<file path="src/rtl/soc_ctrl_rst_seq.sv">
// Boot/software reset sequencer: releases per-domain resets and clock enables in order.
// Optional macro SOC_CTRL_RST_SEQ_DONE_PULSE_EN adds the sw_rst_done_o completion pulses.
module soc_ctrl_rst_seq #(
  parameter int NUM_DOMAINS = 4,
  parameter int RELEASE_GAP = 16,
  parameter int CLK_EN_LAG  = 8,
  localparam int IW = (NUM_DOMAINS > 1) ? $clog2(NUM_DOMAINS) : 1
) (
  input  logic                   ref_clk_i,
  input  logic                   glb_arst_ni,
  input  logic                   start_i,
  input  logic [NUM_DOMAINS-1:0] sw_rst_req_i,
  output logic [NUM_DOMAINS-1:0] domain_arst_no,
  output logic [NUM_DOMAINS-1:0] domain_clk_en_o,
  output logic                   boot_done_o,
  output logic                   busy_o,
  output logic [IW-1:0]          cur_domain_o
`ifdef SOC_CTRL_RST_SEQ_DONE_PULSE_EN
  ,
  output logic [NUM_DOMAINS-1:0] sw_rst_done_o
`endif
);

  // Zero-length gaps behave as one cycle.
  localparam int GAP_E = (RELEASE_GAP < 1) ? 1 : RELEASE_GAP;
  localparam int LAG_E = (CLK_EN_LAG < 1) ? 1 : CLK_EN_LAG;
  localparam int MAXV  = (GAP_E > LAG_E) ? GAP_E : LAG_E;
  localparam int CW    = $clog2(MAXV + 1);
  localparam logic [CW-1:0] GAP_TC = CW'(GAP_E - 1);
  localparam logic [CW-1:0] LAG_TC = CW'(LAG_E - 1);
  localparam logic [IW-1:0] LAST   = IW'(NUM_DOMAINS - 1);

  localparam logic [2:0] S_IDLE = 3'd0;
  localparam logic [2:0] B_GAP  = 3'd1;
  localparam logic [2:0] B_LAG  = 3'd2;
  localparam logic [2:0] S_DONE = 3'd3;
  localparam logic [2:0] S_OFF  = 3'd4;
  localparam logic [2:0] S_HOLD = 3'd5;
  localparam logic [2:0] S_LAG  = 3'd6;

  logic [2:0]             state_q, state_d;
  logic [CW-1:0]          cnt_q, cnt_d;
  logic [IW-1:0]          idx_q, idx_d;
  logic [NUM_DOMAINS-1:0] arst_q, arst_d;
  logic [NUM_DOMAINS-1:0] clken_q, clken_d;
  logic [NUM_DOMAINS-1:0] pend_q, pend_d, pend_clr;
  logic                   done_q, done_d;
  logic                   busy_q, busy_d;
  logic [IW-1:0]          pick;
`ifdef SOC_CTRL_RST_SEQ_DONE_PULSE_EN
  logic [NUM_DOMAINS-1:0] pulse_q, pulse_d;
`endif

  function automatic logic [IW-1:0] lowest_set(input logic [NUM_DOMAINS-1:0] v);
    lowest_set = '0;
    for (int i = NUM_DOMAINS - 1; i >= 0; i--) begin
      if (v[i]) lowest_set = IW'(i);
    end
  endfunction

  assign pick = lowest_set(pend_q);

  // Next-state, counter and output-register computation.
  always_comb begin
    state_d  = state_q;
    cnt_d    = cnt_q;
    idx_d    = idx_q;
    arst_d   = arst_q;
    clken_d  = clken_q;
    done_d   = done_q;
    busy_d   = busy_q;
    pend_clr = '0;
`ifdef SOC_CTRL_RST_SEQ_DONE_PULSE_EN
    pulse_d  = '0;
`endif
    case (state_q)
      S_IDLE: begin
        if (start_i) begin
          state_d = B_GAP;
          cnt_d   = '0;
          idx_d   = '0;
          busy_d  = 1'b1;
        end else begin
          state_d = S_IDLE;
        end
      end
      B_GAP: begin
        if (cnt_q == GAP_TC) begin
          arst_d[idx_q] = 1'b1;
          state_d       = B_LAG;
          cnt_d         = '0;
        end else begin
          cnt_d = cnt_q + CW'(1);
        end
      end
      B_LAG: begin
        if (cnt_q == LAG_TC) begin
          clken_d[idx_q] = 1'b1;
          cnt_d          = '0;
          if (idx_q == LAST) begin
            state_d = S_DONE;
            done_d  = 1'b1;
          end else begin
            idx_d   = idx_q + IW'(1);
            state_d = B_GAP;
          end
        end else begin
          cnt_d = cnt_q + CW'(1);
        end
      end
      S_DONE: begin
        if (pend_q != '0) begin
          idx_d         = pick;
          pend_clr[pick] = 1'b1;
          clken_d[pick] = 1'b0;
          state_d       = S_OFF;
          cnt_d         = '0;
          busy_d        = 1'b1;
        end else begin
          idx_d  = '0;
          busy_d = 1'b0;
        end
      end
      S_OFF: begin
        if (cnt_q == LAG_TC) begin
          arst_d[idx_q] = 1'b0;
          state_d       = S_HOLD;
          cnt_d         = '0;
        end else begin
          cnt_d = cnt_q + CW'(1);
        end
      end
      S_HOLD: begin
        if (cnt_q == GAP_TC) begin
          arst_d[idx_q] = 1'b1;
          state_d       = S_LAG;
          cnt_d         = '0;
        end else begin
          cnt_d = cnt_q + CW'(1);
        end
      end
      S_LAG: begin
        if (cnt_q == LAG_TC) begin
          clken_d[idx_q] = 1'b1;
          cnt_d          = '0;
`ifdef SOC_CTRL_RST_SEQ_DONE_PULSE_EN
          pulse_d[idx_q] = 1'b1;
`endif
          // A re-request of the same domain goes through DONE so its enable visibly re-asserts.
          if ((pend_q != '0) && (pick != idx_q)) begin
            idx_d          = pick;
            pend_clr[pick] = 1'b1;
            clken_d[pick]  = 1'b0;
            state_d        = S_OFF;
          end else if (pend_q != '0) begin
            state_d = S_DONE;
          end else begin
            state_d = S_DONE;
            idx_d   = '0;
            busy_d  = 1'b0;
          end
        end else begin
          cnt_d = cnt_q + CW'(1);
        end
      end
      default: begin
        state_d = S_IDLE;
        cnt_d   = '0;
        idx_d   = '0;
      end
    endcase
    pend_d = (pend_q & ~pend_clr) | sw_rst_req_i;
  end

  // State and output registers with asynchronous global reset.
  always_ff @(posedge ref_clk_i or negedge glb_arst_ni) begin
    if (!glb_arst_ni) begin
      state_q <= S_IDLE;
      cnt_q   <= '0;
      idx_q   <= '0;
      arst_q  <= '0;
      clken_q <= '0;
      pend_q  <= '0;
      done_q  <= 1'b0;
      busy_q  <= 1'b0;
`ifdef SOC_CTRL_RST_SEQ_DONE_PULSE_EN
      pulse_q <= '0;
`endif
    end else begin
      state_q <= state_d;
      cnt_q   <= cnt_d;
      idx_q   <= idx_d;
      arst_q  <= arst_d;
      clken_q <= clken_d;
      pend_q  <= pend_d;
      done_q  <= done_d;
      busy_q  <= busy_d;
`ifdef SOC_CTRL_RST_SEQ_DONE_PULSE_EN
      pulse_q <= pulse_d;
`endif
    end
  end

  assign domain_arst_no  = arst_q;
  assign domain_clk_en_o = clken_q;
  assign boot_done_o     = done_q;
  assign busy_o          = busy_q;
  assign cur_domain_o    = idx_q;
`ifdef SOC_CTRL_RST_SEQ_DONE_PULSE_EN
  assign sw_rst_done_o   = pulse_q;
`endif

endmodule

</file>
<file path="config.mk">
export PLATFORM = sky130hd
export DESIGN_NAME = soc_ctrl_rst_seq
export DESIGN_NICKNAME = d
export VERILOG_FILES = /design/src/rtl/soc_ctrl_rst_seq.sv
export SDC_FILE = /design/constraint.sdc
export NUM_CORES = 1
export LEC_CHECK = 0
export BUFFER_PORTS_ARGS = -buffer_cell sky130_fd_sc_hd__clkbuf_2
export CAP_MARGIN = 25
export CORE_ASPECT_RATIO = 2
export CORE_UTILIZATION = 28
export CTS_BUF_LIST = sky130_fd_sc_hd__clkbuf_16
export CTS_CLUSTER_SIZE = 14
export DETAILED_ROUTE_END_ITERATION = 6
export HOLD_SLACK_MARGIN = 0.03
export MAX_ROUTING_LAYER = met4
export PLACE_DENSITY = 0.48
export SETUP_SLACK_MARGIN = 0.4
export SYNTH_ARGS = -nofsm -noshare
export SYNTH_HDL_FRONTEND = slang
export SYNTH_SLANG_ARGS = --single-unit
export TNS_END_PERCENT = 100
</file>
<file path="constraint.sdc">
create_clock -name ref_clk_i -period 1.7 [get_ports ref_clk_i]
set_input_delay 0.17 -clock ref_clk_i [delete_from_list [all_inputs] [get_ports ref_clk_i]]
set_output_delay 0.17 -clock ref_clk_i [all_outputs]
set_load 0.01 [all_outputs]
</file>
Yosys cells after proc, flatten, opt, wreduce, memory -nomap -nowiden
Index checks and enable logic that the tools add are counted.
Widths: inputs -> output; s select.
{"block": "op_classes", "n_addsub": 2, "order_cmp": 4, "eq_ne": 22, "muxes": 49, "n_bitwise": 11, "n_reduce_logical": 18}
{"op": "$mux 4", "n": 9}
{"op": "$mux 2", "n": 12}
{"op": "$mux 3", "n": 7}
{"op": "$pmux 3 s7", "n": 1}
{"op": "$mux 5", "n": 4}
{"op": "$ne 2x2->1 const B", "n": 10}
{"op": "$pmux 5 s4", "n": 1}
{"op": "$and 4x4->4", "n": 4}
{"op": "$pmux 4 s2", "n": 2}
{"op": "$not 4->4", "n": 3}
{"op": "$or 4x4->4", "n": 3}
{"op": "$pmux 4 s3", "n": 1}
{"op": "$reduce_and 6->1", "n": 2}
{"op": "$pmux 2 s5", "n": 1}
{"op": "$eq 3x3->1 const B", "n": 3}
{"op": "$mux 1", "n": 8}
{"op": "$eq 3x2->1 const B", "n": 2}
{"op": "$lt 2x3->1 const B", "n": 2}
{"op": "$reduce_and 3->1", "n": 2}
{"op": "$reduce_bool 3->1", "n": 2}
{"op": "$reduce_or 3->1", "n": 2}
{"op": "$add 5x1->5 const B", "n": 1}
{"op": "$eq 5x3->1 const B", "n": 1}
{"op": "$eq 5x4->1 const B", "n": 1}
{"op": "other kinds (18)", "n": 22}
{"block": "totals", "regBits": 24, "input_bits": 7, "word_cells": 114}

Depth between registers and ports, before layout
Gate-level depths: netlist (run 1).
{"block": "depth", "word_depth": 14, "mapped_depth": 8, "depth_no_buf": 8}

Least setup slack after synthesis (run 1)
No wires, ideal clock.
{"block": "synth_timing", "path_type": "reg-to-reg", "startpoint": "register cnt_q[0]", "endpoint": "register (tool-made name)", "setup_ns": 0.125, "arrival_time_ns": 1.639, "required_ns": 1.575, "setup_slack_ns": -0.063, "stages_incl_launch_ff": 9, "n_path_buf": 0, "period_less_slack_ns": 1.763, "path_cell_list": "dfrtp_1 ha_1 nand3_1 inv_1 ha_1 a22oi_1 nor2_1 nand2_1 mux2_2"}
{"item": "from (decl)", "line_no": "42", "text": "logic [CW-1:0] cnt_q, cnt_d;"}
{"item": "from (signal assigned)", "line_no": "191", "text": "cnt_q <= cnt_d;"}

Worst setup path in the final report (run 1)
{"block": "layout_timing", "startpoint": "register idx_q[1] (netlist: cur_domain_o[1])", "endpoint": "register idx_q[1] (netlist: cur_domain_o[1])"}
{"block": "layout_between", "elab_chain_len": 5}
{"item": "from (decl)", "line_no": "43", "text": "logic [IW-1:0] idx_q, idx_d;"}
{"item": "from (signal assigned)", "line_no": "192", "text": "idx_q <= idx_d;"}
{"item": "parallel branches: the longest is 5 deep, another holds $add 2x1->2"}
Parallel ways; which one is timed is not known. The select of a mux whose other input is x is not followed.
A chain may end at the register's enable or synchronous reset.

==> flow_metrics.py, run 1 <==
metrics = {
    "routing": {
        "drt_iter0_drc": 52,
        "vias": 1682,
        "drt-total-wl_um": 5740,
        "via_per_inst": 5.391,
        "firstDrtPassIters": 4,
        "wl_per_cell_um": 18.40,
        "antenna_left": 0,
        "drcViolationCount": 0,
    },
    "sta": {
        "tns_ns": -0.1215,
        "slew_headroom_pct": 53.60,
        "timing.hold.ws_ns": 0.07763,
        "setup_viol": 3,
        "hold_violations": 0,
        "slew_viol_final": 0,
        "tightest_slew_ns": 0.6961,
        "fin_crit_sh_pct": 103.6,
        "grt_setup_unrepaired": "yes",
        "fmaxAchievable_mhz": 568.0,
        "fin_crit_ns": 1.760,
        "fin_ws_ns": -0.06047,
        "fin_skew_ns": 0.003045,
    },
    "worst_setup_path": {
        "critical_path_arrival_ns": 1.91,
        "cp-start-kind": "register",
        "worstPathRequired_ns": 1.85,
        "worst_setup_path_end_kind": "register",
        "critical_path_class": "reg2reg",
        "path_max_fanout": 6,
    },
    "power_and_ir_drop": {
        "power.switching_mw": 1.104,
        "finalPower_mw": 3.030,
        "clkPwrFrac_pct": 23.1,
        "switching_share_pct": 36.42,
        "p_per_area_nw_per_um2": 1115,
        "ir_drop_v": 0.0008050,
        "seq_power_share_pct": 26.5,
        "p_leak_nw": 1.172,
        "internal_power_mw": 1.927,
        "comb_power_share_pct": 50.3,
    },
    "synthesis": {
        "synth_seq_area_share_pct": 37.56,
        "ys_seq_elements": 24,
        "synth-main-ff-cell": "dfrtp_1",
        "synth_cells": 177,
        "synth_area_leaders": "dfrtp_1 38%, ha_1 5.5%, mux2_2 3.5%",
        "async_flop_share_pct": 100.0,
        "synth_top_area_share_pct": 37.56,
        "ys_types": 51,
        "ys.warnings.count": 0,
        "synth.largest_area_cell": "dfrtp_1",
        "synth_enable_flop_cells": 0,
        "syn-num-nets": 191,
        "syn_area_um2": 1599,
        "syn_avg_cell_area_um2": 9.034,
    },
    "clock_network": {
        "clockRootBuffer": "clkbuf_16",
        "tritoncts": "built",
        "cts_max_path_buffers": 2,
        "insertion_delay_ns": 0.27,
        "cts_max_level": 1,
        "numCtsBuffers": 3,
        "cts.sinks": 24,
        "clkTransAtPathRegs_ns": 0.07,
    },
    "placement": {
        "gp_congestion": 0.9484,
        "pre_cts_slack_ns": -0.08655,
        "port_buffers": 18,
        "dpl.hpwl_um": 4126,
    },
    "finish": {
        "fin_util_pct": 49.73,
        "final_net_count": 267,
        "final_common_cell": "buf_4",
        "synthToLayoutAreaGrowth_pct": 70.03,
        "drive_gt1_share_pct": 57.54,
        "final_cell_mix": "46 x buf_4, 19 x dfrtp_1, 18 x clkbuf_2, 15 x buf_6, 12 x nand2_1",
        "n_antenna_cell": 0,
    },
    "floorplanning": {
        "fp.dieH_um": 108.9,
        "dieWidth_um": 55.44,
        "core_um2": 5468,
        "initial_core_util_pct": 29.24,
        "die_area_um2": 6035,
        "rows": 38,
        "ioPinCount": 19,
    },
    "run": {
        "drv_cap": 0,
    },
    "worst_hold_path": {
        "hold_class": "in2reg",
    },
    "grt": {
        "grt_util_met2_pct": 39.41,
        "busiest_layer": "met2",
        "grt_max_degree": 25,
        "grt_pass1_vias": 1742,
        "grt_pass1_wl_um": 8769,
        "grt_util_met3_pct": 2.847,
        "grt_usage_pct": 19.86,
        "grt_use_met1_pct": 17.23,
        "grt-ovfl-total": 0,
        "antenna_found_initial": 0,
    },
    "run_status": {
        "violations": "negative setup slack",
        "status": "finished, violations left",
    },
}
## final cells by class
cell class / instances / area [µm²]
well taps: 60 / 75.07
multi-input cells: 133 / 1244
fillers: 505 / 2749
clock buffers: 3 / 75.07
flip-flops and latches: 24 / 606.8
inverters: 9 / 33.78
repair buffers: 82 / 654.4
clock inverters: 1 / 30.03
## logic make-up after synthesis
family | count (synthesis) | share of synthesized area (%)
simple gates | 64 | 22.14
mux | 7 | 4.851
fa+ha+maj | 7 | 5.477
flops | 24 | 37.56
compound gates | 55 | 24.81
buf+inv | 20 | 5.164
## worst paths after layout
check	start	to	slack, ns	cells after the start
min in group asynchronous	glb_arst_ni	state_q[0]$_DFFE_PN0P_	0.47	2
worst min-delay path	sw_rst_req_i[3]	pend_q[3]$_DFF_PN0_	0.08	2
max in group asynchronous	glb_arst_ni	cur_domain_o[1]$_DFFE_PN0P_	0.73	2
worst min register to register	boot_done_o$_DFFE_PN0P_	boot_done_o$_DFFE_PN0P_	0.47	1
worst max register to register	cur_domain_o[1]$_DFFE_PN0P_	cur_domain_o[1]$_DFFE_PN0P_	-0.06	5
worst max-delay path	cur_domain_o[1]$_DFFE_PN0P_	cur_domain_o[1]$_DFFE_PN0P_	-0.06	5
## metrics by stage
step / cell area [µm²] / cells
after floorplan: 1740 / 177
after global placement: 2158 / 288
after detailed placement: 2158 / 288
after CTS: 2532 / 305
after global routing: 2719 / 312
final: 2719 / 312
## routing by layer
| metal | vias up | part of all wire [%] |
|---|---|---|
| li1 | 807 | - |
| met1 | 831 | 36 |
| met2 | 29 | 59 |
| met3 | 15 | 1.8 |
| met4 | 0 | 3.4 |
| met5 | - | 0 |
## Yosys cell counts (2+ instances only)
| master | n |
|---|---|
| o221ai_1 | 2 |
| nor2b_1 | 8 |
| nor2_1 | 11 |
| a31oi_1 | 6 |
| inv_1 | 9 |
| buf_2 | 5 |
| dfrtp_1 | 24 |
| o21ai_0 | 7 |
| buf_1 | 2 |
| a211o_1 | 3 |
| and4bb_2 | 2 |
| o211ai_1 | 2 |
| mux2_2 | 5 |
| clkbuf_1 | 3 |
| a21oi_1 | 9 |
| o21bai_1 | 3 |
| a22oi_1 | 2 |
| nor4_1 | 3 |
| nand2b_1 | 2 |
| nand2_1 | 15 |
| nor3_1 | 3 |
| nor3b_1 | 2 |
| a21o_1 | 5 |
| nand3_1 | 8 |
| ha_1 | 7 |
| a22o_1 | 3 |
| or3_1 | 2 |
## power groups by stage
| stage | sequential (mW) | clock [mW] | combinational, mW |
|---|---|---|---|
| 2_1_floorplan | 0.827 | 0 | 0.656 |
| 3_3_place_gp | 0.824 | 0 | 1.14 |
| 3_5_place_dp | 0.833 | 0 | 1.16 |
| 4_1_cts | 0.802 | 0.714 | 1.39 |
| 5_1_grt | 0.821 | 0.730 | 1.63 |
| 6_report | 0.804 | 0.701 | 1.53 |
## worst max-delay path: stages (launching register included)
cell and delay, ns:
dfrtp_2 0.48, buf_4 0.18, a41oi_2 0.23, nand2_1 0.13, a22o_1 0.31, mux2_4 0.31
## timing repair
item	4_1_cts	5_1_grt
hold endpoints to repair	24	0
setup buffers	12	7
pin swaps	17	27
hold buffers	1	0
endpoints found under the setup margin	24	25
resized for setup	35	34
No activity file was read; power rests on OpenSTA's default activity.
==> inputs of run 2 (changes only) <==
--- a/config.mk
+++ b/config.mk
@@ -14,7 +14,7 @@
 export DETAILED_ROUTE_END_ITERATION = 6
 export HOLD_SLACK_MARGIN = 0.03
 export MAX_ROUTING_LAYER = met4
-export PLACE_DENSITY = 0.48
+export PLACE_DENSITY = 0.46
 export SETUP_SLACK_MARGIN = 0.4
 export SYNTH_ARGS = -nofsm -noshare
 export SYNTH_HDL_FRONTEND = slang
==> constraint.sdc (replaced) <==
create_clock -name ref_clk_i -period 1.7 [get_ports ref_clk_i]
set_input_delay 0.17 -clock ref_clk_i [delete_from_list [all_inputs] [get_ports ref_clk_i]]
set_output_delay 0.17 -clock ref_clk_i [all_outputs]
set_load 0.1 [all_outputs]
==> run 2 against run 1 <==
Against the previous run: highest routed layer unchanged; die area stayed put; worst hold slack better by 0.0068 ns; clock-buffer cell count stayed put; the run still ends with negative setup slack left; register-to-register slack worse by 0.04 ns.
==> flow_metrics.py, run 2 (same netlist as run 1, synthesis figures left out) <==
metrics = {
    "finish": {
        "multiInputGateArea_um2": 1235,
        "final_common_cell": "buf_4",
        "final_net_count": 267,
        "fin_util_pct": 50.18,
        "regArea_um2": 614.3,
        "fillers": 509,
        "final_cell_mix": "47 x buf_4, 17 x dfrtp_1, 14 x buf_6, 13 x nand2_1, 13 x clkbuf_2",
        "synthToLayoutAreaGrowth_pct": 71.60,
        "drive_gt1_share_pct": 57.14,
        "layoutNonFillerInstCount": 312,
        "n_antenna_cell": 0,
    },
    "clock_network": {
        "tritoncts": "built",
        "cts.sinks": 24,
        "cts_max_level": 1,
        "clockRootBuffer": "clkbuf_16",
        "insertion_delay_ns": 0.26,
        "cts_max_path_buffers": 2,
        "numCtsBuffers": 3,
        "clkTransAtPathRegs_ns": 0.07,
    },
    "power_and_ir_drop": {
        "switching_share_pct": 41.01,
        "seq_power_share_pct": 24.1,
        "power.switching_mw": 1.428,
        "p_per_area_nw_per_um2": 1269,
        "internal_power_mw": 2.054,
        "p_leak_nw": 1.176,
        "finalPower_mw": 3.481,
        "clkPwrFrac_pct": 20.0,
        "ir_drop_v": 0.0008020,
        "comb_power_share_pct": 55.9,
    },
    "run": {
        "drv_cap": 0,
    },
    "floorplanning": {
        "dieWidth_um": 55.44,
        "ioPinCount": 19,
        "die_area_um2": 6035,
        "fp.dieH_um": 108.9,
        "initial_core_util_pct": 29.24,
        "core_um2": 5468,
        "rows": 38,
    },
    "routing": {
        "firstDrtPassIters": 4,
        "via_per_inst": 5.526,
        "antenna_left": 0,
        "drt-total-wl_um": 5855,
        "wl_per_cell_um": 18.77,
        "vias": 1724,
        "drt_iter0_drc": 58,
        "drcViolationCount": 0,
    },
    "placement": {
        "pre_cts_slack_ns": -0.1124,
        "dp_cells": 285,
        "gp_congestion": 0.9323,
        "port_buffers": 18,
        "dpl.hpwl_um": 4128,
    },
    "worst_hold_path": {
        "hold_class": "in2reg",
    },
    "sta": {
        "slew_viol_final": 0,
        "hold_violations": 0,
        "tightest_slew_ns": 0.6741,
        "fmaxAchievable_mhz": 555.2,
        "slew_headroom_pct": 55.06,
        "fin_skew_ns": 0.003717,
        "fin_crit_ns": 1.801,
        "fin_crit_sh_pct": 106.0,
        "setup_viol": 4,
        "timing.hold.ws_ns": 0.08443,
        "grt_setup_unrepaired": "yes",
        "fin_ws_ns": -0.1012,
    },
    "grt": {
        "grt-ovfl-total": 0,
        "grt_pass1_vias": 1848,
        "grt_pass1_wl_um": 9183,
        "antenna_found_initial": 0,
        "grt_max_degree": 25,
        "grt_usage_pct": 20.60,
    },
    "worst_setup_path": {
        "critical_path_arrival_ns": 1.95,
        "cp-start-kind": "register",
        "critical_path_class": "reg2reg",
        "worst_setup_path_end_kind": "register",
        "worstPathRequired_ns": 1.85,
        "path_max_fanout": 6,
    },
    "run_status": {
        "status": "finished, violations left",
        "violations": "negative setup slack",
    },
}
run 2: cell count changes in the layout (fill, tap and decap cells not counted), sizes merged:
| cell | previous run | this run |
|---|---|---|
| buf | 63 | 65 |
| clkbuf | 21 | 19 |
run 2: worst max-delay path: stages (launching register included):
cell and delay, ns:
dfrtp_4 0.55, buf_6 0.16, nor4_4 0.28, a41oi_4 0.07, nand2_2 0.13, a22o_1 0.19, mux2_4 0.31
run 2: area by class of cell:
type | instances | share of cell area [%]
Clock buffer | 3 | 2.736
Timing Repair Buffer | 82 | 24.72
Multi-Input combinational cell | 133 | 45.01
Sequential cell | 24 | 22.39
Inverter | 9 | 1.322
Clock inverter | 1 | 1.094
Tap cell | 60 | 2.736
run 2: path summary, 6_finish.rpt:
kind | startpoint | to | slack (ns) | cells past startpoint
setup / recovery | cur_domain_o[1]$_DFFE_PN0P_ | cur_domain_o[1]$_DFFE_PN0P_ | -0.10 | 6
hold reg to reg | boot_done_o$_DFFE_PN0P_ | boot_done_o$_DFFE_PN0P_ | 0.47 | 1
min in group asynchronous | glb_arst_ni | domain_clk_en_o[3]$_DFFE_PN0P_ | 0.47 | 2
hold / removal | sw_rst_req_i[3] | pend_q[3]$_DFF_PN0_ | 0.08 | 2
max in group asynchronous | glb_arst_ni | cur_domain_o[0]$_DFFE_PN0P_ | 0.73 | 2
setup reg to reg | cur_domain_o[1]$_DFFE_PN0P_ | cur_domain_o[1]$_DFFE_PN0P_ | -0.10 | 6
run 2: what timing repair did:
action,CTS,global route
hold buffers,1,0
setup buffers,16,6
endpoints found under the hold margin,24,0
resized for setup,63,19
endpoints found under the setup margin,27,28
gates cloned,0,0
pin swaps,18,16
run 2: power by group through the flow:
stage,clock network (mW),logic [mW],registers [mW]
after detailed placement,0,1.41,0.838
final,0.695,1.95,0.841
after CTS,0.709,1.80,0.838
after floorplan,0,0.638,1.12
after global placement,0,1.37,0.836
after global routing,0.734,2.08,0.860
run 2: metal layers:
layer / up-vias / GRT usage [%] / part of all wire, %
met4: 0 / 15.36 / 6.6
met5: - / - / 0
met2: 52 / 38.12 / 57
met1: 836 / 19.44 / 34
met3: 24 / 1.779 / 2.7
li1: 812 / - / -
run 2: per-stage QoR:
step	instance area (µm²)	setup TNS (ns)
2_1_floorplan	1705	-0.6349
3_3_place_gp	2116	-0.4278
3_5_place_dp	2116	-0.4444
4_1_cts	2621	-0.2031
5_1_grt	2744	-0.8237
6_report	2744	-0.2631
==> inputs of run 3 (changes only) <==
--- a/config.mk
+++ b/config.mk
@@ -15,7 +15,7 @@
 export HOLD_SLACK_MARGIN = 0.03
 export MAX_ROUTING_LAYER = met4
 export PLACE_DENSITY = 0.46
-export SETUP_SLACK_MARGIN = 0.4
+export SETUP_SLACK_MARGIN = 0.5
 export SYNTH_ARGS = -nofsm -noshare
 export SYNTH_HDL_FRONTEND = slang
 export SYNTH_SLANG_ARGS = --single-unit
==> run 3 against run 2 <==
Against the previous run: the run still ends with negative setup slack left; clock skew is essentially flat; clock power grew 0.7%; sequential share of layout area shrank 0.23 points; die area stayed put; design area rose by 1.0%; sequential power up 0.8%; global-route usage down 0.12 points; worst hold slack gained 0.00059 ns; utilization increased by 0.53 points; sequential cell count did not move; largest cell class unchanged; highest routed layer unchanged.
==> flow_metrics.py, run 3 (same netlist as run 1, synthesis figures left out) <==
metrics = {
    "floorplanning": {
        "core_um2": 5468,
        "fp.dieH_um": 108.9,
        "dieWidth_um": 55.44,
        "rows": 38,
        "die_area_um2": 6035,
        "ioPinCount": 19,
        "initial_core_util_pct": 29.24,
    },
    "clock_network": {
        "clkTransAtPathRegs_ns": 0.07,
        "insertion_delay_ns": 0.26,
        "tritoncts": "built",
        "numCtsBuffers": 3,
        "cts_max_level": 1,
        "clockRootBuffer": "clkbuf_16",
        "cts.sinks": 24,
        "cts_max_path_buffers": 2,
    },
    "routing": {
        "drt-total-wl_um": 5815,
        "drcViolationCount": 0,
        "drt_iter0_drc": 57,
        "vias": 1689,
        "wl_per_cell_um": 18.64,
        "antenna_left": 0,
        "firstDrtPassIters": 4,
        "via_per_inst": 5.413,
    },
    "grt": {
        "antenna_found_initial": 0,
        "grt_max_degree": 25,
        "grt_pass1_wl_um": 9059,
        "grt-ovfl-total": 0,
        "grt_pass1_vias": 1744,
        "grt_usage_pct": 20.48,
    },
    "placement": {
        "port_buffers": 18,
        "dpl.hpwl_um": 4117,
        "pre_cts_slack_ns": -0.09880,
        "gp_congestion": 0.9324,
    },
    "finish": {
        "fin_util_pct": 50.71,
        "final_net_count": 267,
        "n_antenna_cell": 0,
        "synthToLayoutAreaGrowth_pct": 73.40,
        "drive_gt1_share_pct": 57.54,
        "final_cell_mix": "48 x buf_4, 18 x buf_6, 17 x dfrtp_1, 13 x nand2_1",
        "final_common_cell": "buf_4",
    },
    "worst_setup_path": {
        "crit_slowest_cell": "dfrtp_4",
        "critPathBufInv": 2,
        "worstPathRequired_ns": 1.85,
        "path_cells": "buf_4 -> buf_6 -> a211oi_2 -> and2_4 -> a2111oi_4 -> a211o_1",
        "critical_path_class": "reg2reg",
        "critical_path_arrival_ns": 1.94,
        "max_stage_delay_ns": 0.54,
        "worst_setup_path_end_kind": "register",
        "cp_top_family": "compound AO/OA/AOI/OAI gates",
        "path_max_fanout": 6,
        "cp-start-kind": "register",
    },
    "power_and_ir_drop": {
        "p_per_area_nw_per_um2": 1248,
        "p_leak_nw": 1.176,
        "ir_drop_v": 0.0009584,
    },
    "sta": {
        "fmaxAchievable_mhz": 559.7,
        "slew_viol_final": 0,
        "slew_headroom_pct": 54.57,
        "fin_crit_ns": 1.787,
        "fin_crit_sh_pct": 105.1,
        "setup_viol": 5,
        "timing.hold.ws_ns": 0.08503,
        "hold_violations": 0,
        "grt_setup_unrepaired": "yes",
        "tns_ns": -0.2347,
        "fin_ws_ns": -0.08659,
        "tightest_slew_ns": 0.6815,
        "fin_skew_ns": 0.003657,
    },
    "run_status": {
        "status": "finished, violations left",
        "violations": "negative setup slack",
    },
    "worst_hold_path": {
        "hold_class": "in2reg",
    },
    "run": {
        "drv_cap": 0,
    },
}
==> run 3: changes by cell type in the layout (fill, tap and decap cells not counted), moves of 2 or more <==
cell	previous run	this run
buf_2	3	0
buf_6	14	18
clkbuf_2	13	6
clkbuf_4	1	7
nor2b_1	6	4
o21ai_0	2	4
==> run 3: path summary, 6_finish.rpt <==
kind | from | slack [ns] | cells past startpoint | end
worst max-delay path | cur_domain_o[1]$_DFFE_PN0P_ | -0.09 | 6 | state_q[0]$_DFFE_PN0P_
worst min register to register | boot_done_o$_DFFE_PN0P_ | 0.47 | 1 | boot_done_o$_DFFE_PN0P_
min in group asynchronous | glb_arst_ni | 0.47 | 2 | domain_clk_en_o[3]$_DFFE_PN0P_
worst min-delay path | sw_rst_req_i[3] | 0.09 | 2 | pend_q[3]$_DFF_PN0_
max in group asynchronous | glb_arst_ni | 0.72 | 2 | cur_domain_o[0]$_DFFE_PN0P_
worst max register to register | cur_domain_o[1]$_DFFE_PN0P_ | -0.09 | 6 | state_q[0]$_DFFE_PN0P_
==> run 3: what timing repair did <==
item,in CTS,in global routing
setup buffers,16,6
endpoints found under the setup margin,36,29
hold buffers,1,0
pin swaps,23,17
resized for setup,74,17
endpoints found under the hold margin,24,0
==> run 3: routing by layer <==
metal / vias up / track usage, % / share of wire, % / routed length (µm)
li1: 806 / - / - / -
met1: 825 / 19.45 / 35 / 2048
met2: 38 / 39.85 / 58 / 3365
met3: 20 / 1.779 / 2.1 / 124
met4: 0 / 10.89 / 4.7 / 276
met5: - / - / 0 / 0
==> run 3: per-stage QoR <==
step           power [mW]  cells  area (µm²)
4_1_cts             3.416    306        2665
3_5_place_dp        2.245    285        2116
2_1_floorplan       1.754    177        1705
6_report            3.459    312        2773
5_1_grt             3.628    312        2773
3_3_place_gp        2.211    285        2116
==> run 3: final cells by class <==
class	instances	area (µm²)
inverters	9	36.28
flip-flops and latches	24	614.3
fillers	490	2695
clock buffers	3	75.07
clock inverters	1	30.03
well taps	60	75.07
multi-input cells	133	1236
repair buffers	82	705.7
==> run 3: power breakdown <==
group,switching [mW],internal (mW)
combinational,1.03,0.877
sequential,0.155,0.694
clock,0.231,0.469
total,1.42,2.04
==> run 3: worst register-to-register path, delay by kind of cell (launching register included) <==
kind	cells	cell delay [ns]
flip-flops	1	0.54
buffers and inverters	2	0.29
AND/OR/NAND/NOR	1	0.23
AO/OA/AOI/OAI	3	0.62
